<file path="src/rtl/pause_frame_sync.sv">
// -----------------------------------------------------------------------------
// pause_frame_sync
//
// Purpose:
//   Freezes the core CPU on a frame boundary. A pause request moves the FSM
//   to a pending state that waits for the next vblank rising edge, or for a
//   timeout, before gating the CPU clock enable. While paused, an optional
//   step request lets the core run for STEP_FRAMES vblank edges and then
//   freezes it again.
//
// Parameters:
//   STEP_FRAMES  vblank rising edges run per step request (1..255)
//   TIMEOUT      clk_sys cycles to wait in PEND before forcing the pause
//
// Ports:
//   clk_sys      in   core system clock
//   reset        in   asynchronous active-high reset
//   ce_in        in   core CPU clock enable
//   pause_cpu    in   pause request (active-high)
//   vblank       in   vertical blank (active-high, clk_sys domain)
//   step_button  in   single-frame advance request (active-high)
//   ce_out       out  gated CPU clock enable (combinational from ce_in)
//   paused       out  high while the CPU is frozen
//   state_out    out  FSM state: 0=RUN 1=PEND 2=PAUSED 3=STEP
//
// Configuration macro:
//   PAUSE_FRAME_STEP_EN  when defined, builds the STEP state, the frame
//                        counter and the step_button handling. When
//                        undefined, step_button is ignored and state_out
//                        never reads 3.
// -----------------------------------------------------------------------------
module pause_frame_sync #(
   parameter int          STEP_FRAMES = 1,
   parameter logic [23:0] TIMEOUT     = 24'd12000000
) (
   input  logic       clk_sys,
   input  logic       reset,
   input  logic       ce_in,
   input  logic       pause_cpu,
   input  logic       vblank,
   input  logic       step_button,
   output logic       ce_out,
   output logic       paused,
   output logic [1:0] state_out
);

   localparam logic [1:0]  S_RUN        = 2'd0;
   localparam logic [1:0]  S_PEND       = 2'd1;
   localparam logic [1:0]  S_PAUSED     = 2'd2;
   localparam logic [1:0]  S_STEP       = 2'd3;
   localparam logic [23:0] TIMEOUT_LAST = TIMEOUT - 24'd1;
   localparam logic [23:0] TIMEOUT_SAT  = 24'hFFFFFF;

   logic [1:0]  r_state;
   logic [1:0]  w_nextState;
   logic        r_runEn;
   logic        r_vblankPrev;
   logic        r_stepPrev;
   logic [23:0] r_timeout;
   logic        w_vblankEdge;
   logic        w_timeoutHit;
   logic        w_enterPend;

   assign w_vblankEdge = vblank & ~r_vblankPrev;
   assign w_timeoutHit = (r_timeout == TIMEOUT_LAST);
   assign w_enterPend  = (r_state != S_PEND) && (w_nextState == S_PEND);

`ifdef PAUSE_FRAME_STEP_EN
   localparam logic [7:0] STEP_TARGET = 8'(STEP_FRAMES);

   logic [7:0] r_frameCnt;
   logic [7:0] w_frameNext;
   logic       w_stepEdge;
   logic       w_stepDone;
   logic       w_enterStep;

   assign w_stepEdge  = step_button & ~r_stepPrev;
   assign w_frameNext = r_frameCnt + 8'd1;
   // The step ends on the vblank edge that brings the count up to the target,
   // so the comparison looks at the value the counter is about to take.
   assign w_stepDone  = w_vblankEdge && (w_frameNext == STEP_TARGET);
   assign w_enterStep = (r_state != S_STEP) && (w_nextState == S_STEP);

   // Frame counter: restarts from zero every time STEP is entered and counts
   // vblank edges seen while stepping.
   always_ff @(posedge clk_sys or posedge reset) begin
      if (reset) begin
         r_frameCnt <= 8'd0;
      end else if (w_enterStep) begin
         r_frameCnt <= 8'd0;
      end else if ((r_state == S_STEP) && w_vblankEdge) begin
         r_frameCnt <= w_frameNext;
      end
   end
`else
   // Without stepping, the step edge register and STEP_FRAMES have no load;
   // they are collected here so the build stays free of dangling signals.
   logic [8:0] w_unusedStep;
   assign w_unusedStep = {8'(STEP_FRAMES), step_button & ~r_stepPrev};
`endif

   // Next-state logic. Releasing pause_cpu always wins over any same-cycle
   // vblank or step event, so a late cancel never produces a paused frame.
   always_comb begin
      w_nextState = r_state;
      case (r_state)
         S_RUN: begin
            if (pause_cpu) begin
               w_nextState = S_PEND;
            end
         end
         S_PEND: begin
            if (!pause_cpu) begin
               w_nextState = S_RUN;
            end else if (w_vblankEdge || w_timeoutHit) begin
               w_nextState = S_PAUSED;
            end
         end
         S_PAUSED: begin
            if (!pause_cpu) begin
               w_nextState = S_RUN;
            end
`ifdef PAUSE_FRAME_STEP_EN
            else if (w_stepEdge) begin
               w_nextState = S_STEP;
            end
`endif
         end
`ifdef PAUSE_FRAME_STEP_EN
         S_STEP: begin
            if (!pause_cpu) begin
               w_nextState = S_RUN;
            end else if (w_stepDone) begin
               w_nextState = S_PAUSED;
            end
         end
`endif
         default: begin
            w_nextState = S_RUN;
         end
      endcase
   end

   // State, run enable and edge-detect history. run_en is registered from the
   // next state so it drops in exactly the same cycle the state reads PAUSED.
   always_ff @(posedge clk_sys or posedge reset) begin
      if (reset) begin
         r_state      <= S_RUN;
         r_runEn      <= 1'b1;
         r_vblankPrev <= 1'b0;
         r_stepPrev   <= 1'b0;
      end else begin
         r_state      <= w_nextState;
         r_runEn      <= (w_nextState != S_PAUSED);
         r_vblankPrev <= vblank;
         r_stepPrev   <= step_button;
      end
   end

   // Timeout counter: zeroed as PEND is entered, then counts every cycle in
   // PEND and sticks at all-ones rather than wrapping back to zero.
   always_ff @(posedge clk_sys or posedge reset) begin
      if (reset) begin
         r_timeout <= 24'd0;
      end else if (w_enterPend) begin
         r_timeout <= 24'd0;
      end else if ((r_state == S_PEND) && (r_timeout != TIMEOUT_SAT)) begin
         r_timeout <= r_timeout + 24'd1;
      end
   end

   assign ce_out    = ce_in & r_runEn;
   assign paused    = ~r_runEn;
   assign state_out = r_state;

endmodule

</file>
<file path="config.mk">
export PLATFORM = sky130hd
export DESIGN_NAME = pause_frame_sync
export DESIGN_NICKNAME = d
export VERILOG_FILES = /design/src/rtl/pause_frame_sync.sv
export SDC_FILE = /design/constraint.sdc
export NUM_CORES = 1
export LEC_CHECK = 0
export BUFFER_PORTS_ARGS = -buffer_cell sky130_fd_sc_hd__buf_4
export CAP_MARGIN = 5
export CORE_MARGIN = 5
export CORE_UTILIZATION = 38
export DETAILED_ROUTE_END_ITERATION = 10
export PLACE_DENSITY = 0.65
export SYNTH_ARGS = -nofsm -noshare
export SYNTH_HDL_FRONTEND = slang
export SYNTH_SLANG_ARGS = --single-unit
</file>
<file path="constraint.sdc">
create_clock -name clk_sys -period 2.9 [get_ports clk_sys]
set_input_delay 0.58 -clock clk_sys [delete_from_list [all_inputs] [get_ports clk_sys]]
set_output_delay 0.58 -clock clk_sys [all_outputs]
set_load 0.1 [all_outputs]
</file>
==> results.py <==
metrics = {
    "synthesis": {
        "synth_seq_area_share": 0.453,
        "netlist_area_mm2": 0.00155,
        "yosys_register_bits": 28,
        "synth_cells": 161,
        "syn-num-nets": 168,
        "synth-simple-area-share": 0.309,
        "synthMuxAreaShare": 0.0323,
        "async_flop_share": 1.00,
        "ys_types": 43,
        "synth_top_family_by_area": "simple AND/OR/NAND/NOR gates",
        "synth_edf_count": 0,
        "yosysWarnings": 0,
        "synth.avg_cell_area_um2": 9.62,
        "synth_flop_cell": "dfrtp_1",
        "synth-adder-area-share": 0.00808,
        "synth-xor-area-share": 0.0565,
        "synth-compound-area-share": 0.107,
    },
    "setup_path": {
        "r2r_start": "r_timeout[1]",
        "start_kind": "register",
        "worst-path-buf-inv": 0,
        "cp.required_ns": 3.11,
        "worstPathMaxFanout": 11,
        "worstPathArrival_ns": 2.22,
        "crit_chain": "ha_1 -> and3_1 -> nand3_1 -> nor3_2 -> o21ai_0 -> a21oi_1",
        "critical-path-max-stage-delay_ns": 0.52,
        "cp_top_family": "simple AND/OR/NAND/NOR gates",
        "r2r_end": "r_timeout[7]",
        "r2r_cells": 6,
        "cp-end-kind": "register",
        "critical_path_class": "reg -> reg",
        "r2r_slack_ns": 0.89,
        "cp_slowest_cell": "nor3_2",
    },
    "layout": {
        "fill_cells": 394,
        "mostFrequentLayoutCell": "dfrtp_1",
        "final_cell_mix": "27 x dfrtp_1, 15 x nor2_1, 12 x nand2_1",
        "syn_to_final_growth_pct": 9.37,
        "antenna_cells": 0,
        "regArea_um2": 702,
        "layout-drive-gt1-share": 0.131,
        "multiInputGateArea_um2": 795,
        "finalNetCount": 176,
    },
    "power_and_ir_drop": {
        "total_power_w": 0.000760,
        "leakagePower_nw": 0.735,
        "ir_worst_vdd_mv": 0.224,
        "powerDensity_mw_per_mm2": 449,
    },
    "placement": {
        "globalplace.congestion": 0.851,
        "dp_hpwl_mm": 2.38,
        "io_buffers": 8,
    },
    "clock_tree": {
        "cts_sinks": 28,
        "clkLatencyLatePin_ns": 0.27,
        "cts_buffer_depth": 2,
        "cts_tree": "yes",
        "cts_setup_buffers": 0,
        "root_buffer": "clkbuf_8",
        "post_cts_resized": 0,
        "ctsHoldBuffers": 0,
        "h-tree-depth": 1,
        "cts_buffers": 3,
        "clkSlewWorstSetupHoldPaths_ns": 0.09,
    },
    "timing": {
        "setup_viol": 0,
        "whs_ns": 0.418,
        "setup_tns_ns": 0,
        "hold_violations": 0,
        "skew_ns": 0.00369,
        "worstMarginPinSlew_ns": 1.05,
        "clock.fmax_mhz": 496,
        "rsz0062_at_grt": "no",
        "finalCriticalPeriod_ns": 2.01,
        "max-slew-margin-rel": 0.299,
        "slew_viol_final": 0,
        "fin_crit_sh": 0.695,
    },
    "drt": {
        "routed_wl_mm": 3.28,
        "drcViolationCount": 0,
        "via_per_inst": 5.78,
        "wire_per_inst_um": 15.1,
        "first_iter_violations": 70,
        "vias": 1259,
        "dr.pass1.iters": 4,
        "final_antenna_net_count": 0,
    },
    "global_route": {
        "grt_pass1_vias": 1169,
        "antenna_found_initial": 0,
        "track_usage": 0.136,
        "overflow": 0,
        "grt_start_max_net_pins": 29,
        "grt_first_pass_wirelength_mm": 5.75,
    },
    "die": {
        "initial_core_util": 0.390,
        "die_w_um": 73.8,
        "row_count": 23,
        "ios": 10,
        "dieArea_mm2": 0.00545,
        "die_y_um": 73.8,
        "core_area_mm2": 0.00397,
    },
    "hold_path": {
        "hp-class": "in -> reg",
        "whs_path_depth": 1,
        "hold_start": "vblank",
        "worstHoldEndpoint": "r_vblankPrev",
    },
    "run_status": {
        "outcome": "complete, no violations",
    },
    "run": {
        "drv_cap": 0,
    },
}
==> sequential cells by signal, indices dropped and copies added, names as in the netlist <==
register,count
r_timeout,24
state_out,2
r_runEn,1
r_vblankPrev,1
==> worst max path at each step <==
stage | startpoint | cells past startpoint | end | slack [ns]
final | r_timeout[1] | 6 | r_timeout[7] | 0.89
after global routing | r_timeout[1] | 6 | r_timeout[7] | 0.71
after CTS | r_timeout[1] | 6 | r_timeout[7] | 0.90
after detailed placement | r_timeout[1] | 6 | r_timeout[7] | 0.93
after global placement | r_timeout[1] | 6 | r_timeout[3] | 0.97
after floorplan | state_out[0] | 6 | r_timeout[23] | 0.72
==> power breakdown <==
| group | switching (W) | internal, W | leakage (nW) |
|---|---|---|---|
| clock network | 0.000121 | 0.0000986 | 0.0228 |
| registers | 0.0000266 | 0.000412 | 0.381 |
| logic | 0.0000672 | 0.0000346 | 0.331 |
==> synth_stat cells, types with 2 or more instances <==
cell | instances | area [µm²]
o211ai_1 | 5 | 37.5
xnor2_1 | 10 | 87.6
inv_1 | 4 | 15.0
and3_1 | 5 | 31.3
a31oi_1 | 2 | 12.5
a21oi_1 | 7 | 35.0
or3_1 | 4 | 25.0
o31ai_1 | 2 | 15.0
nand4_1 | 10 | 62.6
mux2i_1 | 5 | 50.1
and4_1 | 2 | 17.5
nor3_1 | 4 | 20.0
nor4_4 | 2 | 42.5
buf_2 | 2 | 10.0
nand2_1 | 12 | 45.0
dfrtp_1 | 27 | 676
or2_2 | 2 | 12.5
o21ai_0 | 5 | 25.0
nor4_1 | 2 | 12.5
nor2_1 | 15 | 56.3
nand3_1 | 10 | 50.1
clkbuf_1 | 3 | 11.3
==> layer usage <==
layer,track usage,up-vias,part of all wire
met4,0.0302,0,0.012
li1,-,606,-
met2,0.210,32,0.46
met5,0,-,0
met1,0.190,617,0.46
met3,0.0397,4,0.066
==> area by class of cell <==
cell class / count / share of cell area
flip-flops and latches: 28 / 0.414
well taps: 50 / 0.0369
clock buffers: 4 / 0.0266
multi-input cells: 122 / 0.469
repair buffers: 10 / 0.0443
inverters: 4 / 0.00886
==> metrics by stage <==
stage               instance area, µm²  utilization  instances  setup slack, ns
floorplan                         1550            -        161            0.723
global placement                  1650        0.415        214            0.974
detailed placement                1650        0.415        214            0.927
CTS                               1690        0.427        218            0.900
global route                      1690        0.427        218            0.713
finish                            1690        0.427        218            0.885
==> logic make-up (layout without fill, tap and decap cells) <==
family          Yosys count  in the layout
compound gates           26             26
xor+xnor                 10             10
fa+ha+maj                 1              1
buf+inv                  11             18
flops                    28             28
mux                       5              5
simple gates             80             80
Note: power is estimated with default switching activity, not from simulation.
